### src/rtl/apb_interconnect_n.sv
// APB bridge: one upstream APB master port fanned out to NUM_SLAVES downstream slaves,
// decoded from an address field, with a per-transfer access timeout and an error counter.
module apb_interconnect_n #(
  parameter int unsigned NUM_SLAVES  = 4,
  parameter int unsigned ADDR_W      = 32,
  parameter int unsigned DATA_W      = 32,
  parameter int unsigned SEL_LSB     = 28,
  parameter int unsigned TIMEOUT_CYC = 16
) (
  input  logic                         clk,
  input  logic                         rst_n,
  input  logic                         psel,
  input  logic                         penable,
  input  logic                         pwrite,
  input  logic [ADDR_W-1:0]            paddr,
  input  logic [DATA_W-1:0]            pwdata,
  output logic [DATA_W-1:0]            prdata,
  output logic                         pready,
  output logic                         pslverr,
  output logic [NUM_SLAVES-1:0]        psel_s,
  output logic                         penable_s,
  output logic                         pwrite_s,
  output logic [ADDR_W-1:0]            paddr_s,
  output logic [DATA_W-1:0]            pwdata_s,
  input  logic [NUM_SLAVES*DATA_W-1:0] prdata_s,
  input  logic [NUM_SLAVES-1:0]        pready_s,
  input  logic [NUM_SLAVES-1:0]        pslverr_s,
  output logic [15:0]                  err_cnt
);

  localparam int unsigned IDX_W = $clog2(NUM_SLAVES);
  localparam int unsigned CNT_W = 8;
  localparam logic [CNT_W-1:0] WAIT_LAST = CNT_W'(TIMEOUT_CYC - 1);

  typedef enum logic [2:0] {
    S_IDLE   = 3'd0,
    S_SETUP  = 3'd1,
    S_ACCESS = 3'd2,
    S_DONE   = 3'd3,
    S_DERR   = 3'd4
  } state_e;

  state_e                  state_q, state_d;
  logic [IDX_W-1:0]        idx_q, idx_d;
  logic [CNT_W-1:0]        wait_q, wait_d;
  logic [NUM_SLAVES-1:0]   psel_s_q, psel_s_d;
  logic                    penable_s_q, penable_s_d;
  logic                    pwrite_s_q, pwrite_s_d;
  logic [ADDR_W-1:0]       paddr_s_q, paddr_s_d;
  logic [DATA_W-1:0]       pwdata_s_q, pwdata_s_d;
  logic [DATA_W-1:0]       prdata_q, prdata_d;
  logic                    pready_q, pready_d;
  logic                    pslverr_q, pslverr_d;
  logic [15:0]             err_cnt_q, err_cnt_d;

  logic [IDX_W-1:0]        dec_idx_c;
  logic                    dec_ok_c;
  logic                    setup_c;
  logic                    sel_ready_c;
  logic                    sel_err_c;
  logic [DATA_W-1:0]       sel_rdata_c;
  logic                    timeout_c;

  assign dec_idx_c = paddr[SEL_LSB +: IDX_W];
  assign dec_ok_c  = (32'(dec_idx_c) < NUM_SLAVES);
  assign setup_c   = psel && !penable;

  // Response mux: only the captured slave's handshake and data are looked at
  always_comb begin
    sel_ready_c = 1'b0;
    sel_err_c   = 1'b0;
    sel_rdata_c = '0;
    for (int unsigned k = 0; k < NUM_SLAVES; k++) begin
      if (idx_q == IDX_W'(k)) begin
        sel_ready_c = pready_s[k];
        sel_err_c   = pslverr_s[k];
        sel_rdata_c = prdata_s[k*DATA_W +: DATA_W];
      end
    end
  end

  assign timeout_c = (state_q == S_ACCESS) && !sel_ready_c && (wait_q == WAIT_LAST);

  // State and output registers
  always_ff @(posedge clk) begin
    if (!rst_n) begin
      state_q     <= S_IDLE;
      idx_q       <= '0;
      wait_q      <= '0;
      psel_s_q    <= '0;
      penable_s_q <= 1'b0;
      pwrite_s_q  <= 1'b0;
      paddr_s_q   <= '0;
      pwdata_s_q  <= '0;
      prdata_q    <= '0;
      pready_q    <= 1'b0;
      pslverr_q   <= 1'b0;
      err_cnt_q   <= '0;
    end else begin
      state_q     <= state_d;
      idx_q       <= idx_d;
      wait_q      <= wait_d;
      psel_s_q    <= psel_s_d;
      penable_s_q <= penable_s_d;
      pwrite_s_q  <= pwrite_s_d;
      paddr_s_q   <= paddr_s_d;
      pwdata_s_q  <= pwdata_s_d;
      prdata_q    <= prdata_d;
      pready_q    <= pready_d;
      pslverr_q   <= pslverr_d;
      err_cnt_q   <= err_cnt_d;
    end
  end

  // Next-state logic
  always_comb begin
    state_d = state_q;
    case (state_q)
      S_IDLE:   if (setup_c) state_d = dec_ok_c ? S_SETUP : S_DERR;
      S_SETUP:  state_d = S_ACCESS;
      S_ACCESS: if (sel_ready_c || timeout_c) state_d = S_DONE;
      S_DONE:   state_d = S_IDLE;
      S_DERR:   state_d = S_IDLE;
      default:  state_d = S_IDLE;
    endcase
  end

  // Outputs are computed for the state being entered so they appear with it
  always_comb begin
    idx_d       = idx_q;
    wait_d      = wait_q;
    psel_s_d    = '0;
    penable_s_d = 1'b0;
    pwrite_s_d  = pwrite_s_q;
    paddr_s_d   = paddr_s_q;
    pwdata_s_d  = pwdata_s_q;
    prdata_d    = '0;
    pready_d    = 1'b0;
    pslverr_d   = 1'b0;
    err_cnt_d   = err_cnt_q;

    if (state_q == S_IDLE && state_d == S_SETUP) begin
      idx_d      = dec_idx_c;
      paddr_s_d  = paddr;
      pwdata_s_d = pwdata;
      pwrite_s_d = pwrite;
    end

    case (state_d)
      S_SETUP: begin
        for (int unsigned k = 0; k < NUM_SLAVES; k++) psel_s_d[k] = (idx_d == IDX_W'(k));
      end
      S_ACCESS: begin
        for (int unsigned k = 0; k < NUM_SLAVES; k++) psel_s_d[k] = (idx_q == IDX_W'(k));
        penable_s_d = 1'b1;
        wait_d      = (state_q == S_SETUP) ? '0 : wait_q + CNT_W'(1);
      end
      S_DONE: begin
        pready_d = 1'b1;
        if (sel_ready_c) begin
          pslverr_d = sel_err_c;
          prdata_d  = pwrite_s_q ? '0 : sel_rdata_c;
        end else begin
          pslverr_d = 1'b1;
        end
      end
      S_DERR: begin
        pready_d  = 1'b1;
        pslverr_d = 1'b1;
      end
      default: ;
    endcase

    if (pready_d && pslverr_d && err_cnt_q != 16'hFFFF) err_cnt_d = err_cnt_q + 16'd1;
  end

  assign psel_s    = psel_s_q;
  assign penable_s = penable_s_q;
  assign pwrite_s  = pwrite_s_q;
  assign paddr_s   = paddr_s_q;
  assign pwdata_s  = pwdata_s_q;
  assign prdata    = prdata_q;
  assign pready    = pready_q;
  assign pslverr   = pslverr_q;
  assign err_cnt   = err_cnt_q;

endmodule
### config.mk
export PLATFORM = sky130hd
export DESIGN_NAME = apb_interconnect_n
export DESIGN_NICKNAME = d
export VERILOG_FILES = /design/src/rtl/apb_interconnect_n.sv
export SDC_FILE = /design/constraint.sdc
export NUM_CORES = 1
export LEC_CHECK = 0
export ABC_AREA = 0
export CAP_MARGIN = 15
export CORE_ASPECT_RATIO = 0.75
export CORE_MARGIN = 3
export CORE_UTILIZATION = 35
export CTS_CLUSTER_DIAMETER = 150
export DETAILED_ROUTE_END_ITERATION = 16
export PLACE_DENSITY = 0.87
export SLEW_MARGIN = 0
export SYNTH_ARGS = -nofsm -noshare
export SYNTH_HDL_FRONTEND = slang
export SYNTH_SLANG_ARGS = --single-unit
export TNS_END_PERCENT = 5
### constraint.sdc
create_clock -name clk -period 2 [get_ports clk]
set_clock_uncertainty 0.1 [all_clocks]
set_input_delay 0.3 -clock clk [delete_from_list [all_inputs] [get_ports clk]]
set_output_delay 0.3 -clock clk [all_outputs]
set_load 0.005 [all_outputs]
; ---- Word level (Yosys, flattened, before mapping)
; Cells that the tools add are included.
[totals]
register_bits = 133
inputBits = 205
out_inout_bits = 120
word_cells = 67
[classes]
addsub = 2
eq_ne = 14
n_mux = 22
n_bitwise = 3
reduce_logical = 14
[ops]
columns = op, count
row1 = 32-bit two-way mux, 4
row2 = 16-bit by 1-bit adder with 16-bit output (second input constant), 1
row3 = 16-bit != test (second input constant), 1
row4 = 1-bit two-way mux, 11
row5 = 3-bit by 2-bit equality test with 1-bit output (second input constant), 3
row6 = 3-bit one-hot mux with 3 select lines, 1
row7 = 8-bit by 1-bit adder with 8-bit output (second input constant), 1
row8 = 2-bit equality test (second input constant), 4
row9 = 8-bit by 4-bit equality test with 1-bit output (second input constant), 1
row10 = 8-bit two-way mux, 1
row11 = 4-bit one-hot mux with 2 select lines, 1
row12 = 3-bit by 1-bit equality test with 1-bit output (second input constant), 2
row13 = 1-bit logical AND, 6
row14 = 3-bit two-way mux, 2
row15 = 2-bit by 1-bit equality test with 1-bit output (second input constant), 2
row16 = 2-bit zero test, 2
row17 = 4-bit OR reduction, 1
row18 = 3-bit equality test (second input constant), 1
row19 = 3-bit zero test, 1
row20 = 1-bit inverter, 3
row21 = 1-bit zero test, 2
row22 = 2-bit two-way mux, 1
row23 = 1-bit one-hot mux with 2 select lines, 1
row24 = 2-bit OR reduction, 1
row25 = 1-bit logical OR, 1

; ---- Depth between registers and ports, before layout
; Gate-level depths: netlist (run 1).
[logic_depth]
ltp_word = 16
mapped_depth = 8
ltp_nobuf = 6

; ---- Least setup slack after synthesis (run 1)
; OpenSTA, ideal clock, no wires.
[synth_timing]
kind = register -> register
startpoint = reg err_cnt_q[0] (netlist: err_cnt[0])
endpoint = reg err_cnt_q[11] (netlist: err_cnt[11])
setup_ns = 0.070
arrival_time_ns = 1.850
required_time_ns = 1.830
slack_ns = -0.020
path_stages_with_launch = 9
n_path_buf = 2
period_less_slack_ns = 2.020
cell_sequence = dfxtp_1 -> ha_1 -> nand2_1 -> or4_4 -> o211ai_4 -> buf_6 -> buf_6 -> o31ai_1 -> a21oi_1
[synth_between]
elab_chain_cells = 2
word_cells_on_any_way = 3
classes_between = 1 x add/sub / 1 x eq/ne / 1 x reduce/logical
[synth_lines]
columns = element, line_no
row1 = from (decl), 54  ; logic [15:0] err_cnt_q, err_cnt_d;
row2 = from (signal assigned), 111  ; err_cnt_q <= err_cnt_d;
row3 = "parallel branches: the longest is 2 deep, another holds 16-bit by 1-bit adder with 16-bit output", n/a
; Several ways; the timed one is not identified.
; A chain may end at the register's enable or synchronous reset.

; ---- Final worst setup path (run 1)
[layout_timing]
startpoint = reg idx_q[0]
endpoint = reg err_cnt_q[12] (netlist: err_cnt[12])
[layout_between]
elab_chain_cells = 16
word_cells_on_any_way = 26
classes_between = 5 x eq/ne / 13 x mux / 8 x reduce/logical
[layout_lines]
columns = element, line_no
row1 = from (decl), 44  ; logic [IDX_W-1:0] idx_q, idx_d;
row2 = from (signal assigned), 101  ; idx_q <= idx_d;
row3 = 2-bit zero test, 74  ; if (idx_q == IDX_W'(k)) begin
row4 = 1-bit two-way mux (4 in series), 74
row5 = 1-bit zero test, 82  ; assign timeout_c = (state_q == S_ACCESS) && !sel_ready_c && (wait_q == WAIT_LAST);
row6 = 1-bit logical AND (2 in series), 82
row7 = 1-bit logical OR, 121  ; S_ACCESS: if (sel_ready_c || timeout_c) state_d = S_DONE;
row8 = 3-bit two-way mux, 121
row9 = 3-bit one-hot mux with 3 select lines, 118  ; case (state_q)
row10 = 3-bit by 2-bit equality test with 1-bit output or 3-bit equality test (tied branches), 149  ; case (state_d)
row11 = 2-bit OR reduction (no source line), n/a
row12 = 1-bit two-way mux, 149
row13 = 1-bit logical AND * (2 in series), 174  ; if (pready_d && pslverr_d && err_cnt_q != 16'hFFFF) err_cnt_d = err_cnt_q + 16'd1;
; Every way passes the cells marked *; elsewhere a longest branch is shown, timed or not.

==> results of run 1 <==
-- power by group through the flow --
stage                     Combinational, mW  Sequential (mW)  Clock [mW]
after CTS                             0.867             2.73        3.34
after detailed placement              0.845             2.79           0
after floorplan                       0.269             2.79           0
final                                 0.869             2.73        3.29
after global routing                  0.927             2.73        3.46
after global placement                0.832             2.79           0
-- registers in the layout, indices dropped and copies added (netlist names) --
name and count:
pready 1, err_cnt 16, prdata 32, psel_s 4, pwdata_s 32, state_q 3
paddr_s 32, pslverr 1, pwrite_s 1, idx_q 2, wait_q 8, penable_s 1
-- what timing repair did --
item	CTS	global route
buffers inserted	3	0
gates resized for setup	14	8
pin swaps	15	2
setup endpoints to repair	23	59
cloned	1	0
-- cells in the mapped netlist (all sizes together), types with 2 or more instances --
library cell  count
nand2           153
dfxtp           133
a21oi            82
mux4             34
nor2b            32
clkbuf           27
buf              16
nand3            15
nor2             12
or4              12
o31ai            11
o21ai             9
nand2b            7
inv               6
or3               6
nor3              5
mux2i             4
and3              3
nand4             3
nor4              3
o211ai            3
a31oi             2
and2              2
ha                2
o22ai             2
o32ai             2
xor2              2
-- per-stage QoR --
step | utilization | instance area, um^2 | power (mW) | hold WS [ns] | setup TNS (ns)
global route | 0.655 | 10100 | 7.12 | 0.325 | -4.35
floorplan | - | 5630 | 3.05 | 0.314 | 0
finish | 0.655 | 10100 | 6.89 | 0.325 | -0.717
CTS | 0.652 | 10100 | 6.94 | 0.306 | -0.320
global placement | 0.605 | 9360 | 3.62 | 0.341 | -14.78
detailed placement | 0.605 | 9360 | 3.63 | 0.346 | -17.74
-- worst max-delay path, stage by stage, from the launching register on --
cell and delay (ns):
dfxtp_4 0.35, mux4_2 0.42, a21oi_4 0.07, o21a_4 0.32, nor4b_1 0.52, mux2i_1 0.25
-- cell families (layout without fill, tap and decap cells) --
logic type	count (synthesis)	in the layout	synth area share
and+or+nand+nor	257	257	0.215
xor gates and xnor gates	3	3	0.00467
AOI/OAI and AO/OA	115	116	0.120
muxes	38	38	0.143
buffers and inverters	49	415	0.0389
other	1	1	0.000666
adders and majority gates	2	2	0.00445
DFF	133	133	0.473
-- per-layer routing --
metal / track usage / part of all wire / up-vias
li1: - / - / 2802
met1: 0.286 / 0.39 / 2810
met2: 0.381 / 0.49 / 289
met3: 0.0967 / 0.095 / 37
met4: 0.0689 / 0.021 / 2
met5: 0 / 0.00041 / -
-- final cells by class --
type	instances	area share
Clock buffer	18	0.0434
Multi-Input combinational cell	417	0.282
Inverter	6	0.00222
Tap cell	205	0.0253
Sequential cell	133	0.264
Clock inverter	14	0.0188
Timing Repair Buffer	377	0.365
-- worst max-delay path by stage --
stage	start	to	depth (start not counted)
after global placement	pready_s[3]	wait_q[7]	6
after global routing	state_q[0]	err_cnt[12]	6
after floorplan	idx_q[0]	wait_q[7]	5
after detailed placement	pready_s[3]	err_cnt[13]	6
after CTS	idx_q[0]	err_cnt[10]	6
final	idx_q[0]	err_cnt[12]	5
==> summary.txt, run 1 <==
Run status
  • Status: finished with violations
  • Violations in the final reports: negative setup slack

Finish
  • Footprint of the multi-input gates: 0.00285 mm^2
  • NumNets Final: 1159
  • Antenna diodes: 0
  • Final non-filler cell total: between 1000 and 1500
  • FILL cells: 1166
  • Area Overhead vs Synth: 80.0%
  • Layout cells sized above 1: 0.154
  • Most frequent cells in the layout: clkdlybuf4s50_1, nand2_1, dfxtp_1, a21oi_1, buf_4
  • Most common cell after layout, fill and taps aside: clkdlybuf4s50_1
  • Register area: 0.00267 mm^2

Critical path
  • R2R depth: 5
  • Reg2reg start: idx_q[0]
  • Critical path data required time: 2.24 ns
  • Worst R2R Setup Slack: -0.11 ns
  • Reg2reg end: err_cnt[12]
  • CP arrival: 2.35 ns
  • Crit end category: register
  • Crit path kind: register to register
  • Type of origin of the critical path: register
  • Max FO, Critical Path: 26

Yosys
  • Cell count after synthesis: ~600
  • EDFF count, synth: 0
  • #FFs+latches synth: 133
  • Syn Nets: 805
  • Yosys cell types: 49
  • YS warnings: 0
  • Synth Cell Area: 0.00563 mm^2
  • Seq/Total Area, Yosys: 0.473
  • Top cells by area, synth: dfxtp_1, mux4_2, nand2_1
  • Ys flop type: dfxtp_1
  • Mean post-synth cell area: 9.41 um^2
  • Yosys top cell by area: dfxtp_1
  • Async SR Flop Fraction: 0
  • Yosys top cell area share: 0.473

Drt
  • # DRC: 0
  • Post-route ant nets: 0
  • Vias per inst: 5.08
  • DR vias: 5940
  • Drt pass-1 iters: 5
  • Routed WL: 21.9 mm
  • Initial DRC count: 366
  • Post-DR wirelength/cell: around 19 um

Power
  • Clock power share: 0.478
  • Maximum vdd drop: 554 uV
  • Switching part of the total: 0.228
  • Comb pwr share: 0.126
  • P_int: approximately 5.3 mW
  • Switching power: 1.57 mW
  • Leak pwr: ~3.5 nW
  • PD cells: 681 mW/mm^2
  • Seq pwr share: 0.396

STA
  • Endpoints failing hold: 0
  • Slew @ Worst Pin: 0.502 ns
  • RSZ-0062 raised after global routing: yes
  • Fin crit share: 1.06
  • Final number of setup-violating endpoints: 20
  • Fin crit period: 2.11 ns
  • Fmax: between 0.4 and 0.5 GHz
  • Relative slew slack: 0.661
  • Fin. max-slew vios: 0
  • Final setup margin: -0.112 ns

Global routing
  • Total GRT Usage: 0.233
  • Largest net degree at the start of global routing: 80
  • First-pass GRT wire length: 32.3 mm
  • GR Overflow Total: 0
  • Vias in the first global route: 5943
  • Initial antenna violation count: 1

Floorplanning
  • # IOs: around 330
  • Chip height: 116 um
  • Row cnt: 39
  • Starting density of the core: 0.364
  • Die area: 0.0176 mm^2
  • Core ar.: 0.0155 mm^2
  • Die width: 152 um

Clocking
  • Skew-Pair Late Insertion Delay: 0.42 ns
  • CTS H-tree lvls: 4
  • Clock Tree Root: clkbuf_16
  • CTS tree: built
  • Clk buf depth: 2
  • Clk sinks: ~130
  • Reg clk slew, reported paths: 0.06 ns
  • Hold_buf cts: 0
  • CTS Buf Count: 17

Placed design
  • Detailed Place HPWL: 16.6 mm
  • PortBufs: 324
  • GP Congestion: between 0.9 and 1
  • Setup Slack @ Placement: -0.421 ns
  • # placed instances: between 1000 and 1500

Hold path
  • Hold Path Depth: 3
  • Path type of the worst min-delay path: input port to register
  • Worst Hold Endpoint: pwdata_s[7]
  • Min-delay src: pwdata[7]

Run
  • Maximum Capacitance Violations: 0
(Power assumes the default switching activity.)
==> inputs of run 2 (changes only) <==
--- a/config.mk
+++ b/config.mk
@@ -8,7 +8,7 @@
 export ABC_AREA = 0
 export CAP_MARGIN = 15
 export CORE_ASPECT_RATIO = 0.75
-export CORE_MARGIN = 3
+export CORE_MARGIN = 5
 export CORE_UTILIZATION = 35
 export CTS_CLUSTER_DIAMETER = 150
 export DETAILED_ROUTE_END_ITERATION = 16
==> summary.txt, run 2 (synthesis gave the netlist of run 1 again) <==
Run status
  • Status: finished with violations
  • Violations in the final reports: negative setup slack

Hold path
  • Min-delay src: pwdata[7]
  • Path type of the worst min-delay path: input port to register
  • Worst Hold Endpoint: pwdata_s[7]
  • Hold Path Depth: 3 (unchanged)

Drt
  • # DRC: 0 (unchanged)
  • Routed WL: 22.0 mm (+0.66%)
  • Post-DR wirelength/cell: 18.8 um (+0.40%)
  • Post-route ant nets: 0 (unchanged)
  • Drt pass-1 iters: 7 (+2)
  • Initial DRC count: 300 (-18%)
  • Vias per inst: 4.99 (-1.7%)
  • DR vias: 5856 (-1.4%)

Clocking
  • Clk buf depth: 2 (unchanged)
  • Skew-Pair Late Insertion Delay: 0.41 ns (about the same)
  • Hold_buf cts: 0 (unchanged)
  • Reg clk slew, reported paths: 0.07 ns (about the same)
  • Clock Tree Root: clkbuf_16
  • CTS H-tree lvls: 4 (unchanged)
  • Setup bufs post-CTS: 0 (-3)
  • CTS tree: built
  • CTS Buf Count: 17 (unchanged)
  • Clk sinks: 133 (unchanged)

Critical path
  • Slowest stage delay, CP: 0.53 ns (about the same)
  • Reg2reg start: idx_q[0]
  • Crit end category: register
  • Top delay family on crit path: compound AO/OA/AOI/OAI gates
  • Reg2reg end: err_cnt[2]
  • Worst R2R Setup Slack: -0.1 ns (about the same)
  • CP arrival: 2.34 ns (about the same)
  • Critical path data required time: 2.24 ns (about the same)
  • R2R depth: 5 (unchanged)
  • Critical Path Slowest Stage Cell: or4_1
  • Cells along the critical path: mux4_2, a21oi_4, o21a_2, or4_1, a21oi_1
  • Buf+Inv Stages, Crit Path: 0 (unchanged)
  • Crit path kind: register to register
  • Type of origin of the critical path: register
  • Max FO, Critical Path: 13 (-50%)

Global routing
  • Largest net degree at the start of global routing: 80 (unchanged)
  • Vias in the first global route: 6087 (+2.4%)
  • Total GRT Usage: 0.223 (-0.0104)
  • First-pass GRT wire length: 32.3 mm (+0.11%)
  • GR Overflow Total: 0 (unchanged)
  • Initial antenna violation count: 5 (+4)

Placed design
  • GP Congestion: 0.818 (-9.7%)
  • Detailed Place HPWL: 16.9 mm (+2.2%)
  • Placed Area: 0.00934 mm^2 (-0.20%)
  • PortBufs: 324 (unchanged)
  • Setup Slack @ Placement: -0.466 ns (-0.0455 ns)

STA
  • Fin. max-slew vios: 0 (unchanged)
  • Fin crit period: 2.10 ns (-0.0121 ns)
  • Final setup margin: -0.0996 ns (+0.0121 ns)
  • Relative slew slack: 0.598 (-0.0624)
  • RSZ-0062 raised after global routing: yes
  • Final number of setup-violating endpoints: 51 (+160%)
  • Slew @ Worst Pin: 0.603 ns (+0.101 ns)
  • Endpoints failing hold: 0 (unchanged)
  • Fin crit share: 1.05 (-0.00603)
  • Fmax: 0.476 GHz (+0.57%)
  • Hold_ws: 0.329 ns (+0.00368 ns)

Power
  • Maximum vdd drop: 551 uV (-0.62%)
  • Leak pwr: 3.50 nW (-1.2%)
  • PD cells: 669 mW/mm^2 (-1.7%)

Finish
  • FILL cells: 1274 (+9.3%)
  • NumNets Final: 1152 (-0.60%)
  • Most common cell after layout, fill and taps aside: clkdlybuf4s50_1
  • Finished Cell Area: 0.0101 mm^2 (-0.44%)
  • Most frequent cells in the layout: clkdlybuf4s50_1, nand2_1, dfxtp_1, a21oi_1, buf_4
  • Layout cells sized above 1: 0.149 (-0.00513)
  • Area Overhead vs Synth: 79.2%

Floorplanning
  • Core ar.: 0.0159 mm^2 (+2.9%)
  • Die width: 156 um (+2.6%)
  • Chip height: 120 um (+3.5%)
  • Starting density of the core: 0.354 (-0.0102)
  • Row cnt: 40 (+2.6%)
  • # IOs: 325 (unchanged)
  • Die area: 0.0187 mm^2 (+6.2%)

Run
  • Maximum Capacitance Violations: 0 (unchanged)
==> run 2: cell count changes in the layout (fill, tap and decap cells not counted), sizes merged <==
| cell | previous run | this run |
|---|---|---|
| clkinv | 5 | 3 |
| diode | 0 | 5 |
| bufinv | 3 | 1 |
| buf | 53 | 45 |
| o21a | 1 | 2 |
| inv | 11 | 15 |
==> run 2: routing by layer <==
layer / global-route usage / routed length, um / up-vias
met5: 0 / 0 / -
met4: 0.0981 / 651 / 0
met3: 0.0782 / 2030 / 31
met2: 0.389 / 11200 / 261
met1: 0.243 / 8170 / 2766
li1: - / - / 2798
==> run 2: stage by stage <==
step / TNS [ns] / std cells / utilization / power (mW)
detailed placement: -20.37 / 1134 / 0.587 / 3.64
finish: -1.34 / 1173 / 0.633 / 6.74
floorplan: 0 / 598 / - / 3.05
global route: -5.94 / 1173 / 0.633 / 7.00
global placement: -17.79 / 1134 / 0.587 / 3.62
CTS: -1.17 / 1167 / 0.628 / 6.80
==> run 2: area by class of cell <==
type                       instances  area [um^2]  share of cell area
tap                              210          263              0.0261
inverter                           6         22.5             0.00223
multi-input combinational        418         2870               0.285
timing repair buffer             369         3640               0.361
clock buffer                      18          439              0.0436
sequential                       133         2670               0.265
antenna                            5         12.5             0.00124
clock inverter                    14          160              0.0159
==> run 2: report_power, final <==
part           total [mW]  internal (mW)  leakage, nW  switching, mW
logic               0.868          0.585         2.13          0.283
registers            2.73           2.70         1.08         0.0294
clock network        3.15           1.81        0.293           1.33
total                6.74           5.10         3.50           1.65
==> run 2: timing repair <==
item	in CTS	in global routing
gates resized for setup	10	11
endpoints found under the setup margin	34	59
gates cloned	1	1
pin swaps	11	7
==> run 2: how the worst max path moves through the flow <==
stage	startpoint	endpoint	slack, ns	cells after the start
global placement	pready_s[0]	err_cnt[7]	-0.44	6
finish	idx_q[0]	err_cnt[2]	-0.1	5
global route	idx_q[0]	wait_q[0]	-0.17	5
CTS	idx_q[0]	err_cnt[9]	-0.09	5
detailed placement	pready_s[3]	err_cnt[4]	-0.47	6
floorplan	idx_q[0]	wait_q[7]	0.001	5
==> run 2: worst register-to-register path, delay by kind of cell, from the launching register on <==
kind	cells	cell delay, ns
AO/OA/AOI/OAI	3	0.61
flip-flops	1	0.36
multiplexers	1	0.44
AND/OR/NAND/NOR	1	0.53
